File: src/rtl/pmem_arb_pkg.sv
// pmem_arb_pkg: shared constants and types for the physical-memory arbiter
package pmem_arb_pkg;
  localparam int ADDR_W      = 32;
  localparam int LINE_W      = 256;
  localparam int BEAT_W      = 64;
  localparam int BEATS       = LINE_W / BEAT_W;
  localparam int OFFSET_BITS = $clog2(LINE_W / 8);
  localparam int CNT_W       = $clog2(BEATS);
  typedef enum logic [1:0] {IDLE, RD_BURST, WR_BURST, DONE} arb_state_t;
  typedef enum logic {REQ_I, REQ_D} req_id_t;
endpackage

File: src/rtl/line_burst_buffer.sv
// line_burst_buffer: one cache line of storage plus the beat counter that walks it
module line_burst_buffer
  import pmem_arb_pkg::*;
(
  input  logic              clk,
  input  logic              rst,
  input  logic              load_line,
  input  logic              capture_beat,
  input  logic              advance,
  input  logic              clr,
  input  logic [LINE_W-1:0] line_in,
  input  logic [BEAT_W-1:0] beat_in,
  output logic [LINE_W-1:0] line_out,
  output logic [BEAT_W-1:0] beat_out,
  output logic              last_beat
);
  logic [LINE_W-1:0] line_q;
  logic [CNT_W-1:0]  k_q;
  // whole-line load for write-backs, per-beat capture for reads; counter steps on every accepted beat
  always_ff @(posedge clk or posedge rst)
    if (rst) begin
      line_q <= '0;
      k_q    <= '0;
    end else begin
      if (load_line) line_q <= line_in;
      else if (capture_beat) line_q[BEAT_W*k_q +: BEAT_W] <= beat_in;
      if (clr) k_q <= '0;
      else if (capture_beat | advance) k_q <= k_q + 1'b1;
    end
  assign line_out  = line_q;
  assign beat_out  = line_q[BEAT_W*k_q +: BEAT_W];
  assign last_beat = k_q == CNT_W'(BEATS - 1);
endmodule

File: src/rtl/pmem_arbiter.sv
// pmem_arbiter: grants I/D cache line requests one at a time and bursts them over the 64-bit memory port (ARB_ROUND_ROBIN_EN selects round-robin tie-breaking)
module pmem_arbiter
  import pmem_arb_pkg::*;
(
  input  logic              clk,
  input  logic              rst,
  input  logic [ADDR_W-1:0] i_address,
  input  logic              i_read,
  output logic [LINE_W-1:0] i_rdata,
  output logic              i_resp,
  input  logic [ADDR_W-1:0] d_address,
  input  logic              d_read,
  input  logic              d_write,
  input  logic [LINE_W-1:0] d_wdata,
  output logic [LINE_W-1:0] d_rdata,
  output logic              d_resp,
  output logic [ADDR_W-1:0] mem_address,
  output logic              mem_read,
  output logic              mem_write,
  output logic [BEAT_W-1:0] mem_wdata,
  input  logic [BEAT_W-1:0] mem_rdata,
  input  logic              mem_resp
);
  arb_state_t        state_q;
  req_id_t           id_q;
  logic [ADDR_W-1:0] mem_address_q;
  logic              mem_read_q, mem_write_q, i_resp_q, d_resp_q;
  logic              d_req, tie_d, pick_d, grant, load_line, capture, advance, clr, last_beat;
  logic [LINE_W-1:0] line;
  logic [BEAT_W-1:0] beat;
`ifdef ARB_ROUND_ROBIN_EN
  req_id_t           last_q;
  // on a tie the requester not granted last wins
  always_ff @(posedge clk or posedge rst)
    if (rst) last_q <= REQ_I;
    else if (grant) last_q <= pick_d ? REQ_D : REQ_I;
  assign tie_d = last_q == REQ_I;
`else
  assign tie_d = 1'b1;
`endif
  assign d_req     = d_read | d_write;
  assign pick_d    = d_req & (~i_read | tie_d);
  assign grant     = state_q == IDLE && (d_req | i_read);
  assign load_line = grant & pick_d & d_write;
  assign capture   = state_q == RD_BURST && mem_resp;
  assign advance   = state_q == WR_BURST && mem_resp;
  assign clr       = state_q == DONE;
  line_burst_buffer u_buf (
    .clk          (clk),
    .rst          (rst),
    .load_line    (load_line),
    .capture_beat (capture),
    .advance      (advance),
    .clr          (clr),
    .line_in      (d_wdata),
    .beat_in      (mem_rdata),
    .line_out     (line),
    .beat_out     (beat),
    .last_beat    (last_beat)
  );
  // arbitration FSM; requests are only looked at in IDLE so the grant is stable for a whole burst
  always_ff @(posedge clk or posedge rst)
    if (rst) begin
      state_q       <= IDLE;
      id_q          <= REQ_I;
      mem_address_q <= '0;
      mem_read_q    <= 1'b0;
      mem_write_q   <= 1'b0;
      i_resp_q      <= 1'b0;
      d_resp_q      <= 1'b0;
    end else begin
      i_resp_q <= 1'b0;
      d_resp_q <= 1'b0;
      case (state_q)
        IDLE: if (grant) begin
          id_q          <= pick_d ? REQ_D : REQ_I;
          mem_address_q <= (pick_d ? d_address : i_address) & ({ADDR_W{1'b1}} << OFFSET_BITS);
          mem_write_q   <= load_line;
          mem_read_q    <= ~load_line;
          state_q       <= load_line ? WR_BURST : RD_BURST;
        end
        RD_BURST, WR_BURST: if (mem_resp && last_beat) begin
          mem_read_q  <= 1'b0;
          mem_write_q <= 1'b0;
          i_resp_q    <= id_q == REQ_I;
          d_resp_q    <= id_q == REQ_D;
          state_q     <= DONE;
        end
        default: state_q <= IDLE;
      endcase
    end
  assign mem_address = mem_address_q;
  assign mem_read    = mem_read_q;
  assign mem_write   = mem_write_q;
  assign mem_wdata   = mem_write_q ? beat : '0;
  assign i_resp      = i_resp_q;
  assign d_resp      = d_resp_q;
  assign i_rdata     = line;
  assign d_rdata     = line;
endmodule

File: config.mk
export PLATFORM = sky130hd
export DESIGN_NAME = pmem_arbiter
export DESIGN_NICKNAME = d
export VERILOG_FILES = /design/src/rtl/pmem_arb_pkg.sv /design/src/rtl/line_burst_buffer.sv /design/src/rtl/pmem_arbiter.sv
export SDC_FILE = /design/constraint.sdc
export NUM_CORES = 1
export LEC_CHECK = 0
export BUFFER_PORTS_ARGS = -buffer_cell sky130_fd_sc_hd__buf_4
export CORE_AREA = 5 5 389 391
export DETAILED_ROUTE_END_ITERATION = 10
export DIE_AREA = 0 0 394 396
export PLACE_DENSITY_LB_ADDON = 0.25
export SETUP_SLACK_MARGIN = 0.2
export SLEW_MARGIN = 20
export SYNTH_ARGS = -nofsm -noshare
export SYNTH_HDL_FRONTEND = slang
export SYNTH_SLANG_ARGS = --single-unit
File: constraint.sdc
create_clock -name clk -period 24.8 [get_ports clk]
set_input_delay 2.48 -clock clk [delete_from_list [all_inputs] [get_ports clk]]
set_output_delay 2.48 -clock clk [all_outputs]
set_load 0.02 [all_outputs]
==> results.sh <==
export IMPL_outcome="complete, no violations"
export IMPL_r2r_slack_ns=21.20
export IMPL_min_period_over_period_pct=24.62
export IMPL_nets=2601
export IMPL_critPathArrivalTime_ns=3.63
export IMPL_syn_cell_area_um2=16960
export IMPL_setup_viol=0
export IMPL_cts_sinks=292
export IMPL_clk_pin_slew_worst_paths_ns=0.07
export IMPL_drv_cap=0
export IMPL_core_um2=147100
export IMPL_finalClockSkew_ns=0.02162
export IMPL_worstSetupStartpoint="u_buf.k_q[0]"
export IMPL_drtIter0Drc=1090
export IMPL_wl_mm=116.7
export IMPL_synth_cell_types=37
export IMPL_synth_flop_cell="dfrtp_1"
export IMPL_min_path_type="reg2reg"
export IMPL_endpoint_kind="output pin"
export IMPL_slew_headroom_pct=29.32
export IMPL_root_buffer="clkbuf_16"
export IMPL_syn_to_final_growth_pct=52.65
export IMPL_ctsHoldBuffers=0
export IMPL_fmax_mhz=163.8
export IMPL_worstMarginPinSlew_ns=1.058
export IMPL_ys_async_sr_fraction_pct=100.0
export IMPL_overflow=0
export IMPL_place_hpwl_mm=85.05
export IMPL_grt_pass1_vias=17004
export IMPL_post_place_ws_ns=19.18
export IMPL_criticalPathCategory="reg2out"
export IMPL_yosysWarnings=0
export IMPL_dieArea_um2=156000
export IMPL_htree_levels=2
export IMPL_final_antenna_net_count=0
export IMPL_post_cts_buffers=0
export IMPL_r2r_end="u_buf.line_out[227]"
export IMPL_antenna_found_initial=22
export IMPL_finalSetupTns_ns=0
export IMPL_synth_edf_count=0
export IMPL_p_sw_share_pct=48.67
export IMPL_synthCells=1535
export IMPL_syn_avg_cell_area_um2=11.05
export IMPL_io_buffers=986
export IMPL_final_max_slew_viol_count=0
export IMPL_ys_seq_area_share_pct=43.07
export IMPL_drc=0
export IMPL_grt_usage_pct=14.13
export IMPL_drtPass1Iterations=5
export IMPL_pwr_share_clk_pct=16.1
export IMPL_final_layout_size_suffix_gt1_share_pct=52.11
export IMPL_power_density_nw_per_um2=150.9
export IMPL_grt_pass1_wl_mm=154.6
export IMPL_cts_tree="yes"
export IMPL_leakagePower_nw=12.62
export IMPL_clk_path_buf_depth=3
export IMPL_vias=16248
export IMPL_worstReg2RegStart="u_buf.k_q[0]"
export IMPL_start_util_pct=11.53
export IMPL_dieWidth_um=394
export IMPL_fin_ws_ns=18.69
export IMPL_cp_endpoint="mem_wdata[62]"
export IMPL_fillCellCount=16390
export IMPL_fp_row_count=141
export IMPL_min_period_ns=6.107
export IMPL_numCtsBuffers=42
export IMPL_via_per_inst=3.897
export IMPL_grt_max_degree=130
export IMPL_comb_power_share_pct=56.3
export IMPL_worst_endpoint_required_ns=22.32
export IMPL_seq_power_share_pct=27.6
export IMPL_worst_setup_path_start_kind="flop"
export IMPL_rsz0062_at_grt="no"
export IMPL_synth_seq_cells=292
export IMPL_internal_power_w=0.002006
export IMPL_cts_resized=0
export IMPL_finalWeightedCongestion=0.8423
export IMPL_path_max_fanout=27
export IMPL_wl_per_cell_um=27.99
export IMPL_die_h_um=396
export IMPL_reg2reg_depth=7
export IMPL_ios=1002
export IMPL_peakVddDrop_uv=55.88
export IMPL_hold_viol_final=0
export IMPL_clk_latency_ns=0.59
export IMPL_switchingPower_w=0.001901
how the worst min path moves through the flow:
stage	start	endpoint	slack, ns	cells past startpoint
2_1_floorplan	id_q	i_resp	0.43	1
3_3_place_gp	id_q	i_resp	0.45	1
3_5_place_dp	id_q	i_resp	0.46	1
4_1_cts	id_q	i_resp	0.47	1
5_1_grt	id_q	i_resp	0.49	1
6_report	id_q	i_resp	0.46	1
stage by stage:
step / hold WS [ns] / area, um^2 / total power (W) / utilization [%] / cells
2_1_floorplan: 0.4306 / 16980 / 0.002300 / - / 1539
3_3_place_gp: 0.4535 / 24480 / 0.003330 / 16.64 / 4088
3_5_place_dp: 0.4550 / 24480 / 0.003330 / 16.64 / 4088
4_1_cts: 0.4689 / 25870 / 0.003988 / 17.58 / 4160
5_1_grt: 0.4882 / 25880 / 0.004106 / 17.59 / 4162
6_report: 0.4574 / 25890 / 0.003907 / 17.60 / 4169
flip-flops by register name, indices dropped and copies added, names as in the netlist:
signal and flops:
u_buf.line_out 256, mem_address 27, state_q 2, u_buf.k_q 2, d_resp 1, i_resp 1
id_q 1, mem_read 1, mem_write 1
final cells by class:
type	count	area, um^2	area share [%]
inverters	8	37.54	0.1450
clock buffers	61	1246	4.813
diodes	9	22.52	0.08697
multi-input cells	840	7054	27.24
clock inverters	11	142.6	0.5508
flip-flops and latches	292	7318	28.26
repair buffers	1018	7659	29.58
well taps	1930	2415	9.326
cells in the mapped netlist (3+ instances only):
| library cell | number | area, um^2 |
|---|---|---|
| buf_4 | 263 | 1974 |
| and2_1 | 64 | 400.4 |
| buf_6 | 20 | 225.2 |
| a21oi_1 | 3 | 15.01 |
| ha_1 | 9 | 112.6 |
| o21ai_0 | 93 | 465.5 |
| dfrtp_1 | 292 | 7307 |
| clkbuf_1 | 92 | 345.3 |
| mux4_2 | 64 | 1441 |
| mux2i_1 | 28 | 280.3 |
| nor4_4 | 3 | 63.81 |
| nor3_1 | 3 | 15.01 |
| buf_1 | 4 | 15.01 |
| nand2_1 | 96 | 360.4 |
| and3_1 | 192 | 1201 |
| nor2_1 | 3 | 11.26 |
| a221o_1 | 192 | 1922 |
| buf_2 | 20 | 100.1 |
| inv_1 | 8 | 30.03 |
| a22oi_1 | 65 | 488.0 |
cells in the final DEF (no fill, tap or decap), types with 2 or more instances in the layout:
cell type      n
mux2i_1       28
dfrtp_1      289
nor2_1         3
dfrtp_4        3
o2bb2ai_1      2
clkinv_4       2
nor4_4         3
nand3b_1       2
and2_1        64
a22oi_1       65
clkbuf_16     45
inv_1          7
conb_1         5
nand2_1       95
clkbuf_1      10
a221o_1      192
a31oi_4        3
buf_4       1016
mux2_2         2
diode_2        9
nor3_1         3
bufinv_16      3
clkinv_2       4
mux4_2        64
and3_1       192
o21ai_0       93
clkinvlp_4     2
a21oi_1        3
ha_1           8
clkbuf_8       6
critical path, cell delays in order, from the launching register on:
cell and delay (ns):
dfrtp_4 0.70, buf_4 0.61, buf_4 0.60, mux4_2 0.60, and2_1 0.26, buf_4 0.21
layer usage:
layer	global-route usage (%)	wire length, um
met3	3.282	7447
met2	24.40	57790
met4	3.214	2354
met5	0	23
met1	17.90	49060
kinds of logic (layout without fill, tap and decap cells):
family / after synthesis / after routing / synth area share [%]
other: 1 / 14 / 0.02211
AND/OR/NAND/NOR: 369 / 369 / 12.45
multiplexers: 94 / 94 / 10.28
buffers and inverters: 407 / 1098 / 15.86
flip-flops: 292 / 292 / 43.07
XOR/XNOR: 1 / 1 / 0.05164
adder cells (fa/ha/maj): 9 / 9 / 0.6638
AO/OA/AOI/OAI: 362 / 362 / 17.60
power groups by stage:
stage	sequential (W)	clock [W]	combinational [W]
after floorplan	0.00113	0	0.00117
after global placement	0.00108	0	0.00224
after detailed placement	0.00109	0	0.00224
after CTS	0.00108	0.000659	0.00225
after global routing	0.00111	0.000672	0.00232
final	0.00108	0.000629	0.00220
(Power assumes the default switching activity.)
